===== config.mk =====
export PLATFORM = sky130hd
export DESIGN_NAME = mem_arbiter
export DESIGN_NICKNAME = d
export VERILOG_FILES = /design/src/rtl/mem_arbiter.sv
export SDC_FILE = /design/constraint.sdc
export NUM_CORES = 1
export LEC_CHECK = 0
export ABC_AREA = 1
export CAP_MARGIN = 15
export CORE_UTILIZATION = 45
export DETAILED_ROUTE_END_ITERATION = 7
export PLACE_DENSITY = 0.83
export RECOVER_POWER = 100
export SLEW_MARGIN = 20
export SYNTH_ARGS = -nofsm -noshare
export SYNTH_HDL_FRONTEND = slang
export SYNTH_SLANG_ARGS = --single-unit

===== constraint.sdc =====
create_clock -name clk -period 3.4 [get_ports clk]
set_input_delay 0.68 -clock clk [delete_from_list [all_inputs] [get_ports clk]]
set_output_delay 0.68 -clock clk [all_outputs]
set_load 0.05 [all_outputs]

===== src/rtl/mem_arbiter.sv =====
// -----------------------------------------------------------------------------
// mem_arbiter
//
// Two-port arbiter and access sequencer in front of the shared 512x16
// synchronous RAM. Requester 0 is the CPU load/store/fetch path, requester 1 is
// a second master (program loader, DMA). Each requester holds a command until
// it sees a one-cycle done pulse. Reads return data in a per-requester
// registered rdata output.
//
// Transaction shape: IDLE -> ACCESS (1 + WAIT_STATES cycles) -> DONE -> IDLE.
// A request first seen in IDLE at cycle t produces done in cycle
// t + 2 + WAIT_STATES. One transaction completes every 3 + WAIT_STATES cycles.
//
// Optional build macro:
//   MEM_ARB_RR_EN  - round-robin arbitration on simultaneous requests using a
//                    1-bit last-granted pointer. When undefined, requester 0
//                    has fixed priority and no pointer register exists.
//
// Ports:
//   clk, reset          rising-edge clock, synchronous active-high reset
//   r0_cmd/addr/wdata   requester 0 command (MNONE/MREAD/MWRITE one-hot), address, write data
//   r0_done, r0_rdata   requester 0 completion pulse and registered read data
//   r1_cmd/addr/wdata   requester 1 command, address, write data
//   r1_done, r1_rdata   requester 1 completion pulse and registered read data
//   ram_addr, ram_din   RAM address and write data (held from the latched request)
//   ram_write           RAM write enable, first ACCESS cycle of a write only
//   ram_dout            RAM read data
//   busy                high whenever the sequencer is not in IDLE
//   owner               current or last granted requester
// -----------------------------------------------------------------------------
module mem_arbiter #(
    parameter int AW          = 9,
    parameter int DW          = 16,
    parameter int WAIT_STATES = 1
) (
    input  logic          clk,
    input  logic          reset,
    input  logic [2:0]    r0_cmd,
    input  logic [AW-1:0] r0_addr,
    input  logic [DW-1:0] r0_wdata,
    output logic          r0_done,
    output logic [DW-1:0] r0_rdata,
    input  logic [2:0]    r1_cmd,
    input  logic [AW-1:0] r1_addr,
    input  logic [DW-1:0] r1_wdata,
    output logic          r1_done,
    output logic [DW-1:0] r1_rdata,
    output logic [AW-1:0] ram_addr,
    output logic [DW-1:0] ram_din,
    output logic          ram_write,
    input  logic [DW-1:0] ram_dout,
    output logic          busy,
    output logic          owner
);

    localparam logic [2:0] MNONE  = 3'b001;
    localparam logic [2:0] MREAD  = 3'b010;
    localparam logic [2:0] MWRITE = 3'b100;

    // Counter is at least one bit wide so WAIT_STATES=0 still elaborates.
    localparam int            CW        = (WAIT_STATES > 0) ? $clog2(WAIT_STATES + 1) : 1;
    localparam logic [CW-1:0] WAIT_LOAD = CW'(WAIT_STATES);
    localparam logic [CW-1:0] CNT_ONE   = CW'(1);
    localparam logic [CW-1:0] CNT_ZERO  = CW'(0);

    typedef enum logic [1:0] {
        IDLE   = 2'b00,
        ACCESS = 2'b01,
        DONE   = 2'b10
    } state_t;

    // Only the two operation encodings count as a request; MNONE and any
    // malformed pattern are treated as idle.
    function automatic logic is_req(input logic [2:0] cmd);
        is_req = (cmd == MREAD) || (cmd == MWRITE);
    endfunction

    state_t          state_r;
    state_t          next_state_s;
    logic            req0_s;
    logic            req1_s;
    logic            grant_valid_s;
    logic            grant_s;
    logic            take_s;
    logic            access_end_s;
    logic [2:0]      sel_cmd_s;
    logic [AW-1:0]   sel_addr_s;
    logic [DW-1:0]   sel_wdata_s;

    logic [CW-1:0]   cnt_r;
    logic [2:0]      cmd_r;
    logic [AW-1:0]   addr_r;
    logic [DW-1:0]   wdata_r;
    logic            owner_r;
    logic            write_r;
    logic            busy_r;
    logic            done0_r;
    logic            done1_r;
    logic [DW-1:0]   rdata0_r;
    logic [DW-1:0]   rdata1_r;

`ifdef MEM_ARB_RR_EN
    logic            ptr_r;   // last granted requester

    // Last-granted pointer; reset to 1 so requester 0 wins the first tie.
    always_ff @(posedge clk) begin
        if (reset) begin
            ptr_r <= 1'b1;
        end else if (take_s) begin
            ptr_r <= grant_s;
        end
    end
`endif

    // Request decode and winner selection.
    always_comb begin
        req0_s        = is_req(r0_cmd);
        req1_s        = is_req(r1_cmd);
        grant_valid_s = req0_s | req1_s;
        grant_s       = 1'b0;
        if (req0_s && req1_s) begin
`ifdef MEM_ARB_RR_EN
            grant_s = ~ptr_r;
`else
            grant_s = 1'b0;
`endif
        end else if (req1_s) begin
            grant_s = 1'b1;
        end else begin
            grant_s = 1'b0;
        end
    end

    // Mux the winning requester's command fields for latching.
    always_comb begin
        sel_cmd_s   = r0_cmd;
        sel_addr_s  = r0_addr;
        sel_wdata_s = r0_wdata;
        if (grant_s) begin
            sel_cmd_s   = r1_cmd;
            sel_addr_s  = r1_addr;
            sel_wdata_s = r1_wdata;
        end else begin
            sel_cmd_s   = r0_cmd;
            sel_addr_s  = r0_addr;
            sel_wdata_s = r0_wdata;
        end
    end

    // State register.
    always_ff @(posedge clk) begin
        if (reset) begin
            state_r <= IDLE;
        end else begin
            state_r <= next_state_s;
        end
    end

    // Next-state logic plus the grant and access-end strobes.
    always_comb begin
        next_state_s = state_r;
        take_s       = 1'b0;
        access_end_s = 1'b0;
        case (state_r)
            IDLE: begin
                if (grant_valid_s) begin
                    take_s       = 1'b1;
                    next_state_s = ACCESS;
                end else begin
                    next_state_s = IDLE;
                end
            end
            ACCESS: begin
                if (cnt_r == CNT_ZERO) begin
                    access_end_s = 1'b1;
                    next_state_s = DONE;
                end else begin
                    next_state_s = ACCESS;
                end
            end
            DONE: begin
                // No back-to-back grant: always pass through IDLE.
                next_state_s = IDLE;
            end
            default: begin
                next_state_s = IDLE;
            end
        endcase
    end

    // Latch the granted request; the RAM is driven from these copies so the
    // requesters' inputs are ignored until the sequencer returns to IDLE.
    always_ff @(posedge clk) begin
        if (reset) begin
            cmd_r   <= MNONE;
            addr_r  <= {AW{1'b0}};
            wdata_r <= {DW{1'b0}};
            owner_r <= 1'b0;
        end else if (take_s) begin
            cmd_r   <= sel_cmd_s;
            addr_r  <= sel_addr_s;
            wdata_r <= sel_wdata_s;
            owner_r <= grant_s;
        end
    end

    // Wait-state counter: loaded at grant, counts down through ACCESS.
    always_ff @(posedge clk) begin
        if (reset) begin
            cnt_r <= CNT_ZERO;
        end else if (take_s) begin
            cnt_r <= WAIT_LOAD;
        end else if ((state_r == ACCESS) && (cnt_r != CNT_ZERO)) begin
            cnt_r <= cnt_r - CNT_ONE;
        end
    end

    // Registered strobes: write enable only in the first ACCESS cycle,
    // done for the owner in the single DONE cycle, busy outside IDLE.
    always_ff @(posedge clk) begin
        if (reset) begin
            write_r <= 1'b0;
            done0_r <= 1'b0;
            done1_r <= 1'b0;
            busy_r  <= 1'b0;
        end else begin
            write_r <= take_s && (sel_cmd_s == MWRITE);
            done0_r <= access_end_s && !owner_r;
            done1_r <= access_end_s && owner_r;
            busy_r  <= (next_state_s != IDLE);
        end
    end

    // Read data capture at the edge that ends the last ACCESS cycle; writes
    // leave both rdata registers untouched.
    always_ff @(posedge clk) begin
        if (reset) begin
            rdata0_r <= {DW{1'b0}};
            rdata1_r <= {DW{1'b0}};
        end else if (access_end_s && (cmd_r == MREAD)) begin
            if (owner_r) begin
                rdata1_r <= ram_dout;
            end else begin
                rdata0_r <= ram_dout;
            end
        end
    end

    assign ram_addr  = addr_r;
    assign ram_din   = wdata_r;
    assign ram_write = write_r;
    assign r0_done   = done0_r;
    assign r1_done   = done1_r;
    assign r0_rdata  = rdata0_r;
    assign r1_rdata  = rdata1_r;
    assign busy      = busy_r;
    assign owner     = owner_r;

endmodule

Word-level counts from Yosys, hierarchy flattened
Index checks and enable logic that the tools add are counted.
{"block": "word_totals", "ff_bits": 68, "input_bits": 74, "output_inout_bits": 62, "word_cells": 50}
{"block": "classes", "n_addsub": 1, "eq_ne": 7, "muxes": 14, "bitwise_logic": 2, "reduce_logical": 14}
{"operator": "$mux W16", "count": 1}
{"operator": "$eq A3 B2 Y1 const B", "count": 3}
{"operator": "$eq A3 B3 Y1 const B", "count": 3}
{"operator": "$mux W1", "count": 9}
{"operator": "$mux W9", "count": 1}
{"operator": "$logic_and A1 B1 Y1", "count": 6}
{"operator": "$pmux W2 S2", "count": 1}
{"operator": "$reduce_and A2 Y1", "count": 2}
{"operator": "$reduce_bool A2 Y1", "count": 2}
{"operator": "$mux W3", "count": 1}
{"operator": "$eq A2 B1 Y1 const B", "count": 1}
{"operator": "$logic_not A2 Y1", "count": 1}
{"operator": "$logic_or A1 B1 Y1", "count": 2}
{"operator": "$mux W2", "count": 1}
{"operator": "$logic_not A1 Y1", "count": 1}
{"operator": "$not A1 Y1", "count": 1}
{"operator": "$or A1 B1 Y1", "count": 1}
{"operator": "$sub A1 B1 Y1 const B", "count": 1}

Longest topological paths before layout
Gate-level depths: netlist of run 1.
{"block": "logic_depth", "depth_word": 7, "depth_mapped": 10, "mapped_depth_nobuf": 9}

Worst setup path after synthesis of run 1
OpenSTA, ideal clock, no wires.
{"block": "synth_timing", "kind": "input -> register", "from": "input port r0_cmd[2]", "to": "register addr_r[0], in the netlist ram_addr[0]", "setup_ps": 109, "arrival_time_ps": 1413, "required_ps": 3291, "path_slack_ps": 1878, "path_stages": 10, "path_buffers": 1, "path_cell_list": "inv_1 nand2_1 nand3_2 nand2_2 nand2_2 inv_2 buf_4 nand3_1 nand2_1 inv_1"}
{"block": "synth_via", "elab_chain_cells": 5, "word_cells_on_any_way": 9, "cone_classes": "eq/ne: 2; mux: 4; bitwise: 1; reduce/logical: 2"}
{"item": "from (decl)", "line": "38", "rtl": "input logic [2:0] r0_cmd,"}
{"item": "$eq A3 B2 Y1 or $eq A3 B3 Y1 (tied branches)", "line": "75", "rtl": "is_req = (cmd == MREAD) || (cmd == MWRITE);"}
{"item": "$logic_or A1 B1 Y1 *", "line": "75"}
{"item": "$or A1 B1 Y1 or $logic_and A1 B1 Y1 (tied branches)", "line": "119, 121"}
{"item": "$mux W1 (on tied branches)", "line": "166, 121"}
{"item": "$mux W1 or $mux W9 (tied branches)", "line": "164, 139"}
{"item": "to (signal assigned)", "line": "196", "rtl": "addr_r <= {AW{1'b0}};"}
{"item": "to (signal assigned)", "line": "201", "rtl": "addr_r <= sel_addr_s;"}
{"item": "to (decl)", "line": "92", "rtl": "logic [AW-1:0] addr_r;"}
Every way passes the cells marked *; elsewhere a longest branch is shown, timed or not.
A chain may end at the register's enable or synchronous reset.

Worst setup path in the final report of run 1
{"block": "layout_timing", "from": "input port r1_cmd[1]", "to": "register addr_r[7], in the netlist ram_addr[7]"}
{"block": "layout_via", "elab_chain_cells": 5, "word_cells_on_any_way": 10, "cone_classes": "eq/ne: 2; mux: 5; bitwise: 1; reduce/logical: 2"}
{"item": "from (decl)", "line": "43", "rtl": "input logic [2:0] r1_cmd,"}
{"item": "$eq A3 B2 Y1 or $eq A3 B3 Y1 (tied branches)", "line": "75"}
{"item": "$logic_or A1 B1 Y1 *", "line": "75"}
{"item": "$mux W1 (tied with other cells)", "line": "127", "rtl": "end else if (req1_s) begin"}
{"item": "$mux W1 (on tied branches)", "line": "121, 166"}
{"item": "$mux W9 or $mux W1 (tied branches)", "line": "139, 164"}
Marked as above.

==> impl_metrics.ini, run 1 <==
[status]
outcome = complete, no violations

[run]
maxCapViolCount = 0

[floorplan]
dieArea_mm2 = 0.00690
design.core.area_mm2 = 0.00635
start_util_pct = 46.6
die_x_um = 83.1
io_pins = 136
dieHeight_um = 83.1
rows = 29

[detailed_routing]
drtPass1Iterations = 6
avgViaCountPerCell = 4.87
num_vias = 3067
dr.first_iter.drc_count = 102
wirelength_mm = 7.70
wl_per_cell_um = 12.2
antenna_left = 0
drc = 0

[sta]
tightest_slew_ns = 0.811
max_freq_mhz = 417
post-route-worst-setup-slack_ns = 1.00
hold_viol = 0
drv_slew = 0
relSlewSlack_pct = 45.9
finalClockSkew_ns = 0.00757
rsz0062_at_grt = no
post-route-period-util_pct = 70.6
finalSetupTns_ns = 0
finalSetupViolations = 0
fin_crit_ns = 2.40

[clock_tree]
cts_htree_levels = 3
clk_latency_ns = 0.33
clock_sinks = 68
cts_max_path_buffers = 2
cts_setup_buffers = 0
clk_pin_slew_ns = 0.06
cts-resized-gates = 0
tritoncts = built
cts_inserted_buffers = 9
holdBufCountCts = 0
cts_root_buf = clkbuf_8

[synthesis]
synth_area_leader_cell = dfxtp_1
synth_edf_count = 0
seq_area_frac_synth_pct = 46.0
postSynthCellCount = 421
netlist.area_leader.share_pct = 46.0
yosysWarnings = 0
synth_area_leaders = dfxtp_1 (46%), nand3_1 (9.5%), nor2_1 (9.1%)
dominantRegCellSynth = dfxtp_1
avgSynthCellArea_um2 = 7.02
synth.distinct_cells = 23
yosysMostFrequentCell = nor2_1
yosys_register_bits = 68
synthTopCellsByCount = nor2_1 (72), dfxtp_1 (68), nand2_1 (64)
synth.net_count = 495
syn_area_mm2 = 0.00296
ys_async_sr_fraction_pct = 0

[global_routing]
grt_pass1_vias = 2785
overflow = 0
grt.total_usage_pct = 22.4
grt_max_degree = 37
grt_antenna_before_repair = 0
grt_pass1_wl_mm = 12.5

[critical_path]
crit_top_cell = nand2_1
start_kind = primary input
critPathMaxFanout = 25
slowest_stage = dlygate4sd3_1
max_stage_delay_ns = 0.60
critPathTopFamily = buffers and inverters
end_kind = register
required_ns = 3.63
arrival_ns = 2.63
path_class = in2reg
path_buf_inv = 3
path_cells = dlygate4sd3_1, nand2_1, nand3_1, nand2_2, nand2_1, inv_2, nand3_1, nand2_1, inv_1

[power]
switching_share_pct = 30.5
vdd_drop_max_uv = 259
power_w = 0.00213
p_int_w = 0.00148
power.switching_w = 0.000649
powerDensity_mw_per_mm2 = 472
combPwrFrac_pct = 24.7
leakage_nw = 2.14
seq_power_share_pct = 41.2
clock_power_share_pct = 34.1

[final_layout]
syn_to_final_growth_pct = 52.6
n_antenna_cell = 0
layout-drive-gt1-share_pct = 5.42
nNetsFinal = 622

[place]
hpwl_mm = 5.65
port_buffers = 135
place_ws_ns = 0.932
gp_congestion = 0.791

[worst_hold_path]
hold_class = reg2reg
==> state kept, by name, summed over array words and instances (netlist names), 2 cells and up <==
| name | cells |
|---|---|
| ram_addr | 9 |
| state_r | 2 |
| cmd_r | 3 |
| r0_rdata | 16 |
| r1_rdata | 16 |
| ram_din | 16 |
==> placed cells by master, fill, tap and decap left out <==
| cell type | instances |
|---|---|
| clkbuf_1 | 2 |
| o21ai_0 | 33 |
| nand4_1 | 1 |
| dfxtp_1 | 68 |
| inv_2 | 1 |
| a31oi_1 | 1 |
| nor2_2 | 1 |
| buf_4 | 3 |
| inv_1 | 62 |
| nand3_1 | 56 |
| nor2_8 | 1 |
| nor2_4 | 1 |
| dlygate4sd3_1 | 64 |
| a21oi_1 | 28 |
| nand3_2 | 1 |
| nand2_2 | 4 |
| nor2_1 | 72 |
| nand2_1 | 65 |
| clkbuf_8 | 10 |
| clkinv_2 | 3 |
| bufinv_16 | 2 |
| nand3b_4 | 1 |
| clkinvlp_4 | 1 |
| clkdlybuf4s50_1 | 71 |
| nand2_4 | 1 |
==> power groups by stage <==
| stage | Combinational [W] | Clock [W] | Sequential [W] |
|---|---|---|---|
| final | 0.000526 | 0.000725 | 0.000877 |
| after global routing | 0.000567 | 0.000772 | 0.000883 |
| after CTS | 0.000546 | 0.000735 | 0.000880 |
| after floorplan | 0.000185 | 0 | 0.00105 |
| after global placement | 0.000538 | 0 | 0.000895 |
| after detailed placement | 0.000544 | 0 | 0.000897 |
==> final cells by class <==
type	count	area [µm²]
Clock buffer	12	145
Clock inverter	4	72.6
Fill cell	523	1840
Inverter	65	246
Multi-Input combinational cell	266	1220
Sequential cell	68	1360
Tap cell	77	96.3
Timing Repair Buffer	138	1370
==> per-stage QoR <==
step	area, µm²	cells	hold slack [ns]	util (%)
5_1_grt	4510	630	0.478	71.1
6_report	4510	630	0.446	71.1
3_3_place_gp	4300	614	0.436	67.7
3_5_place_dp	4300	614	0.434	67.7
2_1_floorplan	2960	421	0.420	-
4_1_cts	4510	630	0.449	71.1
==> per-layer routing <==
| metal | vias to the layer above | wire [µm] | share of wire, % | GRT usage (%) |
|---|---|---|---|---|
| met5 | - | 0 | 0 | 0 |
| met4 | 0 | 103 | 1.3 | 7.99 |
| met3 | 11 | 622 | 8.1 | 6.56 |
| met2 | 124 | 3770 | 49 | 39.7 |
| met1 | 1365 | 3210 | 42 | 25.5 |
| li1 | 1567 | - | - | - |
==> cells by family after synthesis <==
kind of cell / Yosys count / share of synthesized area, %
AND/OR/NAND/NOR: 204 / 30.7
AO/OA/AOI/OAI: 62 / 10.5
flip-flops: 68 / 46.0
buffers and inverters: 87 / 12.7
==> final timing paths <==
check,startpoint,endpoint,cells after the start,slack [ns]
max,r1_cmd[1],ram_addr[7],9,1.0
min,cmd_r[0],cmd_r[0],2,0.45
max reg2reg,state_r[0],ram_addr[7],6,1.64
min reg2reg,cmd_r[0],cmd_r[0],2,0.45
==> worst reg2reg max path, cell delays in order, from the launching register on <==
cell and delay, ns:
dfxtp_1 0.36, nor2_1 0.20, nand2_1 0.36, inv_2 0.47, nand3_1 0.15, nand2_1 0.10
inv_1 0.04
(Power assumes the default switching activity.)
==> run 2: changes to the inputs <==
--- a/config.mk
+++ b/config.mk
@@ -7,9 +7,9 @@
 export LEC_CHECK = 0
 export ABC_AREA = 1
 export CAP_MARGIN = 15
-export CORE_UTILIZATION = 45
+export CORE_UTILIZATION = 37
 export DETAILED_ROUTE_END_ITERATION = 7
-export PLACE_DENSITY = 0.83
+export PLACE_DENSITY = 0.73
 export RECOVER_POWER = 100
 export SLEW_MARGIN = 20
 export SYNTH_ARGS = -nofsm -noshare
==> constraint.sdc (replaced) <==
create_clock -name clk -period 2 [get_ports clk]
set_input_delay 0.4 -clock clk [delete_from_list [all_inputs] [get_ports clk]]
set_output_delay 0.4 -clock clk [all_outputs]
set_load 0.05 [all_outputs]
==> run 2 against run 1 <==
Effect of this change:
- first-iteration DRC count up 12%
- sequential power up 70%
- combinational power up 80%
- final area up 2.7%
- power up 85%
- critical endpoint is now r1_done
- sequential share of layout area down 0.80 points
- global-route usage down 2.5 points
- largest cell class unchanged
- clock power up 110%
- critical path type is now reg2out
- critical path depth down 8
==> impl_metrics.ini, run 2 (same netlist as run 1, synthesis figures left out) <==
[detailed_routing]
drc = 0
avgViaCountPerCell = 4.68
wl_per_cell_um = 12.0
num_vias = 3095
drtPass1Iterations = 4
antenna_left = 0
dr.first_iter.drc_count = 114
wirelength_mm = 7.92

[final_layout]
nNetsFinal = 628
final_util_pct = 60.0
layout-drive-gt1-share_pct = 6.08
final_common_cell = clkdlybuf4s50_1
final_cell_mix = clkdlybuf4s50_1 (128), nor2_1 (73), dfxtp_1 (68)
syn_to_final_growth_pct = 56.7

[power]
combPwrFrac_pct = 23.9
power.switching_w = 0.00115
powerDensity_mw_per_mm2 = 851
p_int_w = 0.00279
seq_power_share_pct = 37.9
vdd_drop_max_uv = 434
leakage_nw = 2.02
power_w = 0.00395
switching_share_pct = 29.2
clock_power_share_pct = 38.2

[floorplan]
dieArea_mm2 = 0.00835
io_pins = 136
dieHeight_um = 91.4
design.core.area_mm2 = 0.00773
start_util_pct = 38.3
die_x_um = 91.4
rows = 32

[critical_path]
start_kind = register
critPathTopFamily = buffers and inverters
critPathMaxFanout = 1
path_class = reg2out
path_cells = dlygate4sd3_1
required_ns = 1.60
path_buf_inv = 1
arrival_ns = 1.52
end_kind = output pin
slowest_stage = dlygate4sd3_1
max_stage_delay_ns = 0.88

[sta]
relSlewSlack_pct = 58.1
post-route-period-util_pct = 96.2
hold_viol = 0
finalClockSkew_ns = 0.00675
rsz0062_at_grt = no
max_freq_mhz = 520
drv_slew = 0
finalSetupViolations = 0
fin_crit_ns = 1.92
post-route-worst-setup-slack_ns = 0.0760
finalSetupTns_ns = 0
tightest_slew_ns = 0.631

[clock_tree]
cts_inserted_buffers = 9
cts-resized-gates = 0
clk_latency_ns = 0.33
clock_sinks = 68
cts_htree_levels = 3
cts_root_buf = clkbuf_8
cts_setup_buffers = 0
cts_max_path_buffers = 2
holdBufCountCts = 0
clk_pin_slew_ns = 0.07
tritoncts = built

[global_routing]
overflow = 0
grt_max_degree = 37
grt_antenna_before_repair = 1
grt_pass1_vias = 2953
grt_pass1_wl_mm = 13.3
grt.total_usage_pct = 19.9

[worst_hold_path]
hold_class = reg2reg

[place]
port_buffers = 135
place_ws_ns = 0.0741
gp_congestion = 0.808
hpwl_mm = 5.82

[run]
maxCapViolCount = 0

[status]
outcome = complete, no violations
==> run 2: metrics by stage <==
step	cells	hold WS (ns)	area, µm²
4_1_cts	661	0.462	4680
5_1_grt	662	0.498	4630
2_1_floorplan	421	0.420	2960
6_report	662	0.456	4630
3_5_place_dp	645	0.451	4410
3_3_place_gp	645	0.432	4410
==> run 2: routing by layer <==
metal	part of all wire (%)	routed length, µm	up-vias	track usage (%)
met2	46	3630	136	33.5
li1	-	-	1579	-
met4	1.9	147	0	8.07
met1	45	3550	1364	24.3
met3	7.5	591	16	4.69
met5	0	0	-	0
==> run 2: final timing paths <==
path              start     endpoint  slack, ns  depth (start not counted)
max reg2reg  state_r[1]  r0_rdata[2]       0.20                          7
max             r1_done      r1_done       0.08                          1
min reg2reg    cmd_r[0]     cmd_r[0]       0.46                          2
min            cmd_r[0]     cmd_r[0]       0.46                          2
==> run 2: final cells by class <==
type	count	area [µm²]
Timing Repair Buffer	144	1440
Antenna cell	1	2.50
Clock buffer	9	124
Inverter	65	245
Clock inverter	7	146
Multi-Input combinational cell	266	1180
Fill cell	716	3090
Tap cell	102	128
Sequential cell	68	1360
==> run 2: power groups by stage <==
stage                     Clock [W]  Combinational, W  Sequential, W
final                       0.00151          0.000945        0.00149
after CTS                   0.00154          0.000965        0.00150
after detailed placement          0          0.000961        0.00153
after floorplan                   0          0.000315        0.00178
after global routing        0.00161           0.00102        0.00151
after global placement            0          0.000951        0.00152
